### config.mk
export PLATFORM = sky130hd
export DESIGN_NAME = idct_vecrot_frame_ctrl
export DESIGN_NICKNAME = d
export VERILOG_FILES = /design/src/rtl/idct_vecrot_frame_ctrl.sv
export SDC_FILE = /design/constraint.sdc
export NUM_CORES = 1
export LEC_CHECK = 0
export BUFFER_PORTS_ARGS = -buffer_cell sky130_fd_sc_hd__buf_2
export CAP_MARGIN = 10
export CORE_MARGIN = 3
export CORE_UTILIZATION = 44
export DETAILED_ROUTE_END_ITERATION = 7
export GPL_TIMING_DRIVEN = 0
export SYNTH_ARGS = -nofsm -noshare
export SYNTH_HDL_FRONTEND = slang
export SYNTH_SLANG_ARGS = --single-unit
export TNS_END_PERCENT = 1
### constraint.sdc
create_clock -name clk -period 19.5 [get_ports clk]
set_clock_uncertainty 0.2 [all_clocks]
set_input_delay 2.925 -clock clk [delete_from_list [all_inputs] [get_ports clk]]
set_output_delay 2.925 -clock clk [all_outputs]
set_load 0.05 [all_outputs]
### src/rtl/idct_vecrot_frame_ctrl.sv
// Frame sequencer feeding idct_vecRot from a dual-read frame RAM (k and N-k reads).
// Optional frame/stall counters are enabled with `define IDCT_CTRL_FRMCNT_EN.
module idct_vecrot_frame_ctrl #(
    parameter int wData      = 24,
    parameter int wAddr      = 11,
    parameter int FIFO_DEPTH = 4
) (
    input  logic               clk,
    input  logic               rst,
    input  logic               frm_avail,
    input  logic [11:0]        fftpts_in,
    output logic               frm_release,
    output logic               rd_en,
    output logic [wAddr-1:0]   rd_addr,
    output logic [wAddr-1:0]   rd_addr_rev,
    input  logic [2*wData-1:0] rd_data,
    input  logic [2*wData-1:0] rd_data_rev,
    output logic               source_valid,
    input  logic               source_ready,
    output logic               source_sop,
    output logic               source_eop,
    output logic [wData-1:0]   source_real,
    output logic [wData-1:0]   source_imag,
    output logic [wData-1:0]   source_real_rev,
    output logic [wData-1:0]   source_imag_rev,
    output logic [11:0]        fftpts_out,
    output logic               busy,
    output logic               cfg_err
`ifdef IDCT_CTRL_FRMCNT_EN
    ,
    output logic [15:0]        frm_cnt,
    output logic [15:0]        stall_cnt
`endif
);

    localparam int PW = $clog2(FIFO_DEPTH);
    localparam int CW = PW + 1;
    localparam int EW = 4 * wData + 2;
    localparam logic [31:0] NMAX = 32'(1) << wAddr;

    typedef enum logic [1:0] {IDLE, RUN, DRAIN} state_t;

    state_t           state_q, state_d;
    logic [wAddr-1:0] k_q, k_d;
    logic [wAddr-1:0] addr_q, addr_d;
    logic [wAddr-1:0] raddr_q, raddr_d;
    logic [wAddr-1:0] n_m1;
    logic [11:0]      n_q, n_d;
    logic             err_q, err_d;
    logic             rel_q, rel_d;
    logic             rd_en_q, rd_en_d;
    logic             tsop_q, tsop_d, teop_q, teop_d;
    logic             infl_q, infl_d;
    logic             isop_q, isop_d, ieop_q, ieop_d;
    logic [EW-1:0]    mem_q [FIFO_DEPTH];
    logic [EW-1:0]    mem_d [FIFO_DEPTH];
    logic [PW-1:0]    wp_q, wp_d, rp_q, rp_d;
    logic [CW-1:0]    cnt_q, cnt_d;
    logic [EW-1:0]    head;
    logic             legal, credit, push, pop, last_pop;

    assign n_m1   = wAddr'(n_q - 12'd1);
    assign legal  = (fftpts_in >= 12'd8)
                 && ((fftpts_in & (fftpts_in - 12'd1)) == 12'd0)
                 && (32'(fftpts_in) <= NMAX);
    // Reads in the RAM pipeline count against FIFO space so a push never overflows.
    assign credit = (int'(cnt_q) + int'(rd_en_q) + int'(infl_q)) < FIFO_DEPTH;
    assign head     = mem_q[rp_q];
    assign push     = infl_q;
    assign pop      = (cnt_q != '0) && source_ready;
    assign last_pop = pop && head[0];

    always_comb begin
        state_d = state_q;
        k_d     = k_q;
        n_d     = n_q;
        err_d   = err_q;
        rel_d   = 1'b0;
        rd_en_d = 1'b0;
        addr_d  = addr_q;
        raddr_d = raddr_q;
        tsop_d  = tsop_q;
        teop_d  = teop_q;
        unique case (state_q)
            IDLE: begin
                if (frm_avail) begin
                    n_d = fftpts_in;
                    if (legal) begin
                        err_d   = 1'b0;
                        k_d     = '0;
                        state_d = RUN;
                    end else begin
                        err_d = 1'b1;
                        rel_d = 1'b1;
                    end
                end
            end
            RUN: begin
                if (credit) begin
                    rd_en_d = 1'b1;
                    addr_d  = k_q;
                    raddr_d = (wAddr'(0) - k_q) & n_m1;
                    tsop_d  = (k_q == '0);
                    teop_d  = (k_q == n_m1);
                    k_d     = k_q + wAddr'(1);
                    if (k_q == n_m1) state_d = DRAIN;
                end
            end
            DRAIN: begin
                if (last_pop) begin
                    rel_d   = 1'b1;
                    state_d = IDLE;
                end
            end
            default: state_d = IDLE;
        endcase
    end

    always_comb begin
        infl_d = rd_en_q;
        isop_d = tsop_q;
        ieop_d = teop_q;
        mem_d  = mem_q;
        wp_d   = wp_q;
        rp_d   = rp_q;
        cnt_d  = cnt_q;
        if (push) begin
            mem_d[wp_q] = {rd_data, rd_data_rev, isop_q, ieop_q};
            wp_d        = wp_q + PW'(1);
        end
        if (pop) rp_d = rp_q + PW'(1);
        unique case ({push, pop})
            2'b10:   cnt_d = cnt_q + CW'(1);
            2'b01:   cnt_d = cnt_q - CW'(1);
            default: cnt_d = cnt_q;
        endcase
    end

    always_ff @(posedge clk or posedge rst) begin
        if (rst) begin
            state_q <= IDLE;
            k_q     <= '0;
            n_q     <= '0;
            err_q   <= 1'b0;
            rel_q   <= 1'b0;
            rd_en_q <= 1'b0;
            addr_q  <= '0;
            raddr_q <= '0;
            tsop_q  <= 1'b0;
            teop_q  <= 1'b0;
            infl_q  <= 1'b0;
            isop_q  <= 1'b0;
            ieop_q  <= 1'b0;
            mem_q   <= '{default: '0};
            wp_q    <= '0;
            rp_q    <= '0;
            cnt_q   <= '0;
        end else begin
            state_q <= state_d;
            k_q     <= k_d;
            n_q     <= n_d;
            err_q   <= err_d;
            rel_q   <= rel_d;
            rd_en_q <= rd_en_d;
            addr_q  <= addr_d;
            raddr_q <= raddr_d;
            tsop_q  <= tsop_d;
            teop_q  <= teop_d;
            infl_q  <= infl_d;
            isop_q  <= isop_d;
            ieop_q  <= ieop_d;
            mem_q   <= mem_d;
            wp_q    <= wp_d;
            rp_q    <= rp_d;
            cnt_q   <= cnt_d;
        end
    end

    assign frm_release     = rel_q;
    assign rd_en           = rd_en_q;
    assign rd_addr         = addr_q;
    assign rd_addr_rev     = raddr_q;
    assign source_valid    = (cnt_q != '0);
    assign source_real     = head[EW-1 -: wData];
    assign source_imag     = head[EW-1-wData -: wData];
    assign source_real_rev = head[2*wData+1 -: wData];
    assign source_imag_rev = head[wData+1 -: wData];
    assign source_sop      = head[1];
    assign source_eop      = head[0];
    assign fftpts_out      = n_q;
    assign busy            = (state_q != IDLE);
    assign cfg_err         = err_q;

`ifdef IDCT_CTRL_FRMCNT_EN
    logic [15:0] frm_cnt_q, frm_cnt_d;
    logic [15:0] stall_cnt_q, stall_cnt_d;

    always_comb begin
        frm_cnt_d   = frm_cnt_q;
        stall_cnt_d = stall_cnt_q;
        if ((state_q == DRAIN) && last_pop && (frm_cnt_q != 16'hFFFF))
            frm_cnt_d = frm_cnt_q + 16'd1;
        if (source_valid && !source_ready && (stall_cnt_q != 16'hFFFF))
            stall_cnt_d = stall_cnt_q + 16'd1;
    end

    always_ff @(posedge clk or posedge rst) begin
        if (rst) begin
            frm_cnt_q   <= '0;
            stall_cnt_q <= '0;
        end else begin
            frm_cnt_q   <= frm_cnt_d;
            stall_cnt_q <= stall_cnt_d;
        end
    end

    assign frm_cnt   = frm_cnt_q;
    assign stall_cnt = stall_cnt_q;
`endif

endmodule

# [Yosys cells after proc, flatten, opt, wreduce, memory -nomap -nowiden]
# Cells that the tools add are included.
[op_classes] eq_ne=10 bitwise_logic=4 add_sub_neg=10 mux=23 magnitude_cmp=6 reduce_logical=16
[ops] cell="bitwise mux 392 bit" count=1
[ops] cell="two-way mux 98 bit" count=3
[ops] cell="binary-select mux 98 bit (select 2 bit)" count=1
[ops] cell="demux 98 bit (select 2 bit)" count=1
[ops] cell="two-way mux 11 bit" count=3
[ops] cell="case mux 11 bit (2 select lines)" count=1
[ops] cell="bitwise AND 12 bit" count=1
[ops] cell=">= comparator 12 x 4 -> 1 bit, second input constant" count=1
[ops] cell="<= comparator 12 bit, second input constant" count=1
[ops] cell="logical NOT 12 bit" count=1
[ops] cell="subtractor 12 x 1 -> 12 bit, second input constant" count=1
[ops] cell="adder 11 x 1 -> 11 bit, second input constant" count=1
[ops] cell="bitwise AND 11 bit" count=1
[ops] cell="equality test 11 bit" count=1
[ops] cell="logical NOT 11 bit" count=1
[ops] cell="subtractor 1 x 11 -> 11 bit, first input constant" count=1
[ops] cell="subtractor 11 x 1 -> 11 bit, second input constant" count=1
[ops] cell="two-way mux 2 bit" count=5
[ops] cell="!= test 2 bit, second input constant" count=5
[ops] cell=">= comparator 3 bit, second input constant" count=2
[ops] cell="inverter 2 -> 3 bit" count=2
[ops] cell="case mux 2 bit (3 select lines)" count=1
[ops] cell="case mux 3 bit (2 select lines)" count=1
[ops] cell="nonzero test 2 bit" count=3
[ops] cell="17 further kinds" count=29
[word_totals] input_bits=112 out_inout_bits=137 regBits=454

# [Logic depth before layout (Yosys ltp)]
# Gate-level depths: netlist of the first run.
[depth] word_depth=8 ltp_mapped=9 mapped_depth_nobuf=9

# [Least setup slack after synthesis of the first run]
# OpenSTA, ideal clock, no wires.
[synth_timing] kind="register to output" from="reg rp_q[0]" to="out source_real[15]" t_arrival_ps=1917 required_time_ps=16375 path_buffers=3 path_slack_ps=14458 path_stages_with_launch=5 cell_sequence="dfrtp_1 > clkbuf_1 > buf_2 > buf_2 > mux4_2"
[synth_via] elab_chain_len=4
[synth_lines] item="start, declared" line_no="57" text="logic [PW-1:0] wp_q, wp_d, rp_q, rp_d;"
[synth_lines] item="start signal, assigned" line_no="174" text="rp_q <= rp_d;"
[synth_lines] item="inverter 2 -> 3 bit (not written as such)" line_no="68" text="assign head = mem_q[rp_q];"
[synth_lines] item="binary-select mux 98 bit (select 2 bit)" line_no="68"
[synth_lines] item="two-way mux 98 bit (not written as such) (2 in a row)" line_no="68"
[synth_lines] item="end, declared" line_no="22" text="output logic [wData-1:0] source_real,"
# No other way between the ends. The select of a mux whose other input is x is not followed.

# [Final worst setup path of the first run]
[layout_timing] from="reg rp_q[1]" to="out source_real[1]"
# The elaborated chain is that of the path after synthesis.

==> run summary, run 1 <==
The global-route usage over all layers is 0.1922. At the later pin of the worst-skew pair, clock insertion delay measures 0.57 ns. The area growth from synthesis to layout came out at 19.27%. The wire length of the first global-routing pass is 71,860 um.

The reported leakage power is 0.01037 uW. The slowest stage of the critical path is the buf_1 cell. The most common cell after layout, fill and taps aside is dfrtp_1. The fraction of the core area covered by cells at the end of the flow came out at 0.5345. The non-filler instance count after layout came out at 2,221. The launch point of the worst reg-to-reg path is wp_q[0]. The routability congestion estimate from global placement is 0.7916. The first-iteration detailed-routing DRC count is 544. The number of antenna violations at the first check in global routing is 6. In this run the tightest slew margin relative to its limit is 0.3747. The distinct cell type count of the synthesized netlist is 43. The register area came out at 11,360 sq um. The highest attainable clock frequency came out at 152.0 MHz. In this run, synthesis inferred 0 flip-flops with an integrated enable. The initial core utilization came out at 0.4482. The tightest min-delay check is of the register to register type. The count of buffers from port buffering is 248. The floorplan die area is 47,930 sq um. The post-detailed-route count of antenna-violating nets is 0. The maximum ir drop on the vdd rail is 0.00008479 V. The post-cts resize count is 0.

The average detailed-routed wire length per instance came out at 20.50 um. The clock tree synthesis step divided the H-tree into 2 levels. TritonCTS built the clock tree. The core area came out at 44,510 sq um.

The number of hold buffers added after cts came out at 0. The max-slew violation total from the final report came out at 0. The number of placed I/O pins came out at 249. The smallest clock period supported by the final layout is computed as 6.579 ns. The total via count after detailed routing came out at 11,772. The worst hold path passes through 0 cells. The number of clock sinks came out at 454. With fillers left out, the area of the finished cells amounts to 23,790 sq um. In the finished design, the share of the clock period the worst path needs comes to 0.3374.

The wire-length estimate of the detail-placed layout is 30,500 um. The flow ran to the end, and the final reports show no timing, DRC or antenna violations. The clock passes through at most 3 buffers. In this design, the critical path's most frequently occurring cell is buf_1. For the pin with the worst max-slew slack, the measured transition is 0.9380 ns. The synthesized instance count came out at 1,288. The post-synthesis average cell area is 15.49 sq um. The final net count came out at 1,715. The slack of the worst reg-to-reg path came out at 16.37 ns. In the layout the commonest cells are 454 x dfrtp_1, 402 x mux2_2, 253 x buf_2. For the worst setup path, the data required time is 16.38 ns. Using the TritonRoute via totals, the vias-per-cell ratio works out to 5.300.

The length in cells of the worst reg-to-reg path came out at 6. The nature of the critical path endpoint is an output port. The combined area of the multi-input logic cells came out at 8222 sq um. Entering global routing, the biggest net connects 128 pins.

The number of max-cap violations came out at 0. The number of post-CTS setup repair buffers came out at 0. The post-synth design cell area is 19,950 sq um.

The final-layout fill cell count came out at 3,775. The pre-antenna-repair detailed-routing pass consisted of 4 iterations. The overall die width came out at 218.9 um. The number of remaining DRC errors is 0. Timing analysis after detailed placement gives a worst setup slack of 13.42 ns. The design draws 3032 uW. The ratio of total power to cell area came out at 127.4 nW/um^2. The number of synthesis warnings came out at 0. The endpoint identified for the worst register-to-register timing path is mem_q[297]. The largest fanout on the critical path came out at 10.

The hold violation count in the final report came out at 0. When the netlist entered floorplanning its net count stood at 1,411. After clock tree synthesis, the clock-pin slew on the worst setup and hold paths is 0.06 ns. The final wirelength came out at 45,530 um. In the final layout, the share of cells above drive strength 1 is 0.5200.

The number of setup violations in the final report came out at 0. Clock tree synthesis inserted a total of 51 buffers. The height of the die is 218.9 um.

The number of global-route vias before repair came out at 12,483. The placement-stage cell area came out at 22,020 sq um. The kind of start point of the critical path is a register. The number of synthesized register bits is 454. The number of rows created at floorplan is 77. The residual overflow from global routing came out at 0. The setup slack after layout came out at 12.92 ns. Among all flip-flop cells after synthesis, the most frequent one is dfrtp_1. For hold timing, the worst endpoint is ieop_q. The source of the worst hold timing path is ieop_d. The critical path is of the register to output port type. The sequential area share after synthesis came out at 0.5695. The arrival time reported for the critical path endpoint came out at 3.45 ns. The tree is rooted in a clkbuf_16. The share of async-settable or async-resettable flops after synthesis came out at 1.000. The critical path's largest stage delay came out at 0.67 ns. The cell count after placement is 2,131. Setup repair after global routing left no endpoint under its margin. The critical path goes through clkbuf_1, buf_1, buf_1, mux4_2, buf_2.
-- layout make-up --
type                            instances  share of cell area
Multi-Input combinational cell        738              0.3456
Buffer                                 81             0.01304
Clock buffer                           76             0.06610
Tap cell                              592             0.03113
Antenna cell                            2           0.0002103
Inverter                               15            0.002682
Timing Repair Buffer                  251             0.05564
Sequential cell                       454              0.4775
Clock inverter                         12            0.008151
-- stage by stage --
step / hold slack (ns) / TNS, ns
2_1_floorplan: 0.1535 / 0
3_3_place_gp: 0.1663 / -534.28
3_5_place_dp: 0.1710 / 0
4_1_cts: 0.1844 / 0
5_1_grt: 0.1997 / 0
6_report: 0.1808 / 0
-- critical path, delay by kind of cell (launching register included) --
family	cells	cell delay [ns]
flip-flops	1	0.32
multiplexers	1	0.42
buffers and inverters	4	2.13
-- how the worst max path moves through the flow --
| stage | slack [ns] | end | cells after the start | startpoint |
|---|---|---|---|---|
| floorplan | 3.72 | cfg_err | 1 | rst |
| global placement | -1.22 | fftpts_out[11] | 2 | rst |
| detailed placement | 13.42 | source_real[9] | 5 | rp_q[1] |
| CTS | 12.75 | source_real[13] | 5 | rp_q[1] |
| global route | 12.70 | source_real[13] | 5 | rp_q[1] |
| finish | 12.92 | source_real[1] | 5 | rp_q[1] |
-- where the power goes --
group          leakage (uW)  internal [uW]  switching (uW)  total, uW
Sequential          0.00536            990            24.4       1010
Clock              0.000867            619             376        995
Combinational       0.00415            320             702       1020
-- synthesized netlist by cell type (2+ instances only) --
library cell | count | area, sq um
mux2_2 | 402 | 4527
or4_1 | 3 | 22.52
o2111ai_1 | 3 | 26.28
and3_1 | 2 | 12.51
mux4_2 | 98 | 2207
nand2b_1 | 4 | 25.02
nand3_1 | 4 | 20.02
a21o_1 | 3 | 22.52
buf_1 | 43 | 161.4
xnor2_1 | 23 | 201.4
a21oi_1 | 4 | 20.02
dfrtp_1 | 454 | 11360
a211oi_1 | 3 | 22.52
clkbuf_1 | 33 | 123.9
nand4_1 | 3 | 18.77
nor4_1 | 3 | 18.77
nor3_1 | 7 | 35.03
nand3b_1 | 4 | 30.03
and4_1 | 2 | 17.52
nand2_1 | 64 | 240.2
o21ai_0 | 15 | 75.07
inv_1 | 15 | 56.30
buf_2 | 5 | 25.02
nor3b_1 | 4 | 30.03
or2_2 | 4 | 25.02
nor2_1 | 24 | 90.09
a31oi_1 | 2 | 12.51
ha_1 | 10 | 125.1
xor2_1 | 21 | 183.9
nor2b_1 | 2 | 12.51
o31ai_1 | 9 | 67.56
or3_1 | 4 | 25.02
-- sequential cells by signal, indices dropped and copies added (netlist names), 2 cells and up --
name         cells
wp_q             2
rp_q             2
rd_addr         11
state_q          2
cnt_q            3
mem_q          392
rd_addr_rev     11
k_q             11
fftpts_out      12
-- routing by layer --
layer / vias up / part of all wire / GRT usage
li1: 5319 / - / -
met1: 6161 / 0.45 / 0.2688
met2: 214 / 0.48 / 0.3064
met3: 70 / 0.051 / 0.04306
met4: 8 / 0.019 / 0.05033
met5: - / 0.0010 / 0
-- kinds of logic (layout without fill, tap and decap cells) --
logic type / Yosys count / count (layout) / share of synthesized area
muxes: 501 / 501 / 0.3381
AOI/OAI and AO/OA: 44 / 44 / 0.01436
xor gates and xnor gates: 44 / 44 / 0.01932
and+or+nand+nor: 138 / 138 / 0.03312
DFF: 454 / 454 / 0.5695
other: 0 / 2 / 0
buffers and inverters: 96 / 435 / 0.01838
adders and majority gates: 11 / 11 / 0.007276
Note: power is estimated with default switching activity, not from simulation.
==> inputs of run 2 (changes only) <==
==> constraint.sdc (replaced) <==
create_clock -name clk -period 6.1 [get_ports clk]
set_clock_uncertainty 0.2 [all_clocks]
set_input_delay 0.915 -clock clk [delete_from_list [all_inputs] [get_ports clk]]
set_output_delay 0.915 -clock clk [all_outputs]
set_load 0.05 [all_outputs]
==> run summary, run 2 (synthesis results as in run 1) <==
The run finished with clean final reports. For the worst setup path, the data required time is 4.98 ns. For this run, the top clock speed supported by timing is 216.2 MHz. Setup slack on the critical path of the routed design comes to 1.475 ns. Leaving out fill and tap cells, the most frequent cell in the layout is dfrtp_1.

The path class of the tightest hold or removal check is input port to asynchronous set/reset pin. The floorplan step defined a die boundary enclosing 47,930 sq um. The number of hold buffers added after cts came out at 0. Leaving out fill and tap cells, the most frequent cells in the layout are 454 x dfrtp_1, 402 x mux2_2, 253 x buf_2. TritonCTS built the clock tree. The number of clock sinks is 454. The number of placed I/O pins is 249. The clock network latency to the later pin of the worst-skew pair came out at 0.57 ns. The number of global-route vias before repair came out at 12,771. The routability congestion estimate from global placement is 0.7951.

The number of antenna violations at the first check in global routing is 6. The initial core utilization came out at 0.4482. The length of the first detailed-routing pass in iterations is 4. The number of remaining DRC errors came out at 0. The ratio of total power to cell area is 401.6 nW/um^2. The first global-routing pass estimated 73,070 um of wire. The total clock buffers created by CTS came out at 50. The number of max-cap violations is 0. The vias per cell came out at 5.317.

After layout, the design draws a total of 9591 uW. The core area came out at 44,510 sq um. The height of the die is 218.9 um.

The arrival time reported for the critical path endpoint came out at 3.51 ns. Clock-pin slew was measured on the worst setup and hold paths at 0.06 ns. The reported leakage power came out at 0.01042 uW.

The pin count of the biggest net entering global routing is 44. More flip-flops sit in one register than any other, and that register is mem_q. For this run the aggregate overflow at the end of global routing stands at 0. The number of rows created at floorplan is 77.

The worst slew slack as a fraction of its limit came out at 0.3424. The register with the most flip-flops in the layout has 392 of them. The number of setup violations in the final report came out at 0.

The final worst-path cycle share is 0.7581. After the last flow step, the layout net total stands at 1,723. The total via count after detailed routing came out at 11,894.

Setup repair after global routing left no endpoint under its margin. The length in cells of the worst reg-to-reg path is 6. The minimum clock period after layout came out at 4.625 ns. The hold violation count in the final report is 0.

The slew at the pin closest to its max-slew limit came out at 0.9864 ns. In this run the tool buffered the top-level ports with 248 buffer cells. In the final layout, the share of cells above drive strength 1 is 0.5195. The setup path with the least slack is of type register to output port.

Relative to the synthesized area, the layout overhead comes to 19.71%. The post-detailed-route count of antenna-violating nets is 0. The maximum level of the CTS H-tree came out at 2. The first-iteration detailed-routing DRC count came out at 518. The worst setup path is captured at an output port. The detailed-placement wirelength estimate is 31,210 um. The maximum ir drop on the vdd rail came out at 0.0002609 V. The max-slew violation total from the final report is 0. Clock tree synthesis selected as its root buffer the cell clkbuf_16. The floorplan step set the die width to 218.9 um.

The minimum setup slack after placement came out at 1.942 ns. STA classifies the critical path startpoint as a register. The final wirelength came out at 45,950 um. Along the worst path, the maximum fanout reaches 10. In this run the post-CTS setup repair buffer count came out at 0. Once layout is complete, the utilization of the core stands at 0.5365. Counting along the longest clock path gives a buffer depth of 3. The global-route usage over all layers is 0.1952.

In the final routed layout, each cell accounts on average for 20.54 um. Gates resized during post-CTS repair numbered 0.
run 2: final timing paths:
check                      slack (ns)  startpoint              end
hold / removal                   0.10         rst        mem_q[47]
setup reg to reg                 3.07     wp_q[0]       mem_q[308]
setup / recovery                 1.48     rp_q[1]  source_real[12]
min in group clk                 0.18      ieop_d           ieop_q
hold reg to reg                  0.18      ieop_d           ieop_q
max in group asynchronous        4.30         rst       mem_q[306]
run 2: report_power, final:
| group | internal, uW | total (uW) | switching (uW) |
|---|---|---|---|
| logic | 1030 | 3280 | 2250 |
| registers | 3160 | 3240 | 78.8 |
| clock network | 1860 | 3060 | 1200 |
| total | 6060 | 9590 | 3530 |
run 2: critical path, cell delays in order, from the launching register on:
cell and delay, ns:
dfrtp_1 0.32, clkbuf_1 0.63, buf_1 0.65, clkbuf_1 0.67, mux4_2 0.42, buf_2 0.24
run 2: cell type report:
class | instances | area [sq um]
Sequential cell | 454 | 11360
Fill cell | 3824 | 20630
Antenna cell | 5 | 12.51
Clock inverter | 9 | 95.09
Inverter | 15 | 60.06
Multi-Input combinational cell | 738 | 8222
Buffer | 81 | 310.3
Tap cell | 592 | 740.7
Clock buffer | 83 | 1599
Timing Repair Buffer | 260 | 1481
run 2: layer usage:
metal / up-vias / part of all wire / global-route usage
li1: 5352 / - / -
met4: 6 / 0.020 / 0.04947
met1: 6265 / 0.44 / 0.2643
met5: - / 0.00076 / 0
met3: 61 / 0.049 / 0.04043
met2: 210 / 0.49 / 0.3239
run 2: through the flow:
stage	std cells	hold slack [ns]	TNS (ns)	cell area (sq um)
floorplan	1288	0.1535	-524.86	19950
global placement	2128	0.1630	-1704.50	21930
detailed placement	2140	0.1678	0	22180
CTS	2232	0.07421	0	23870
global route	2233	0.1030	0	23870
finish	2237	0.1021	0	23880
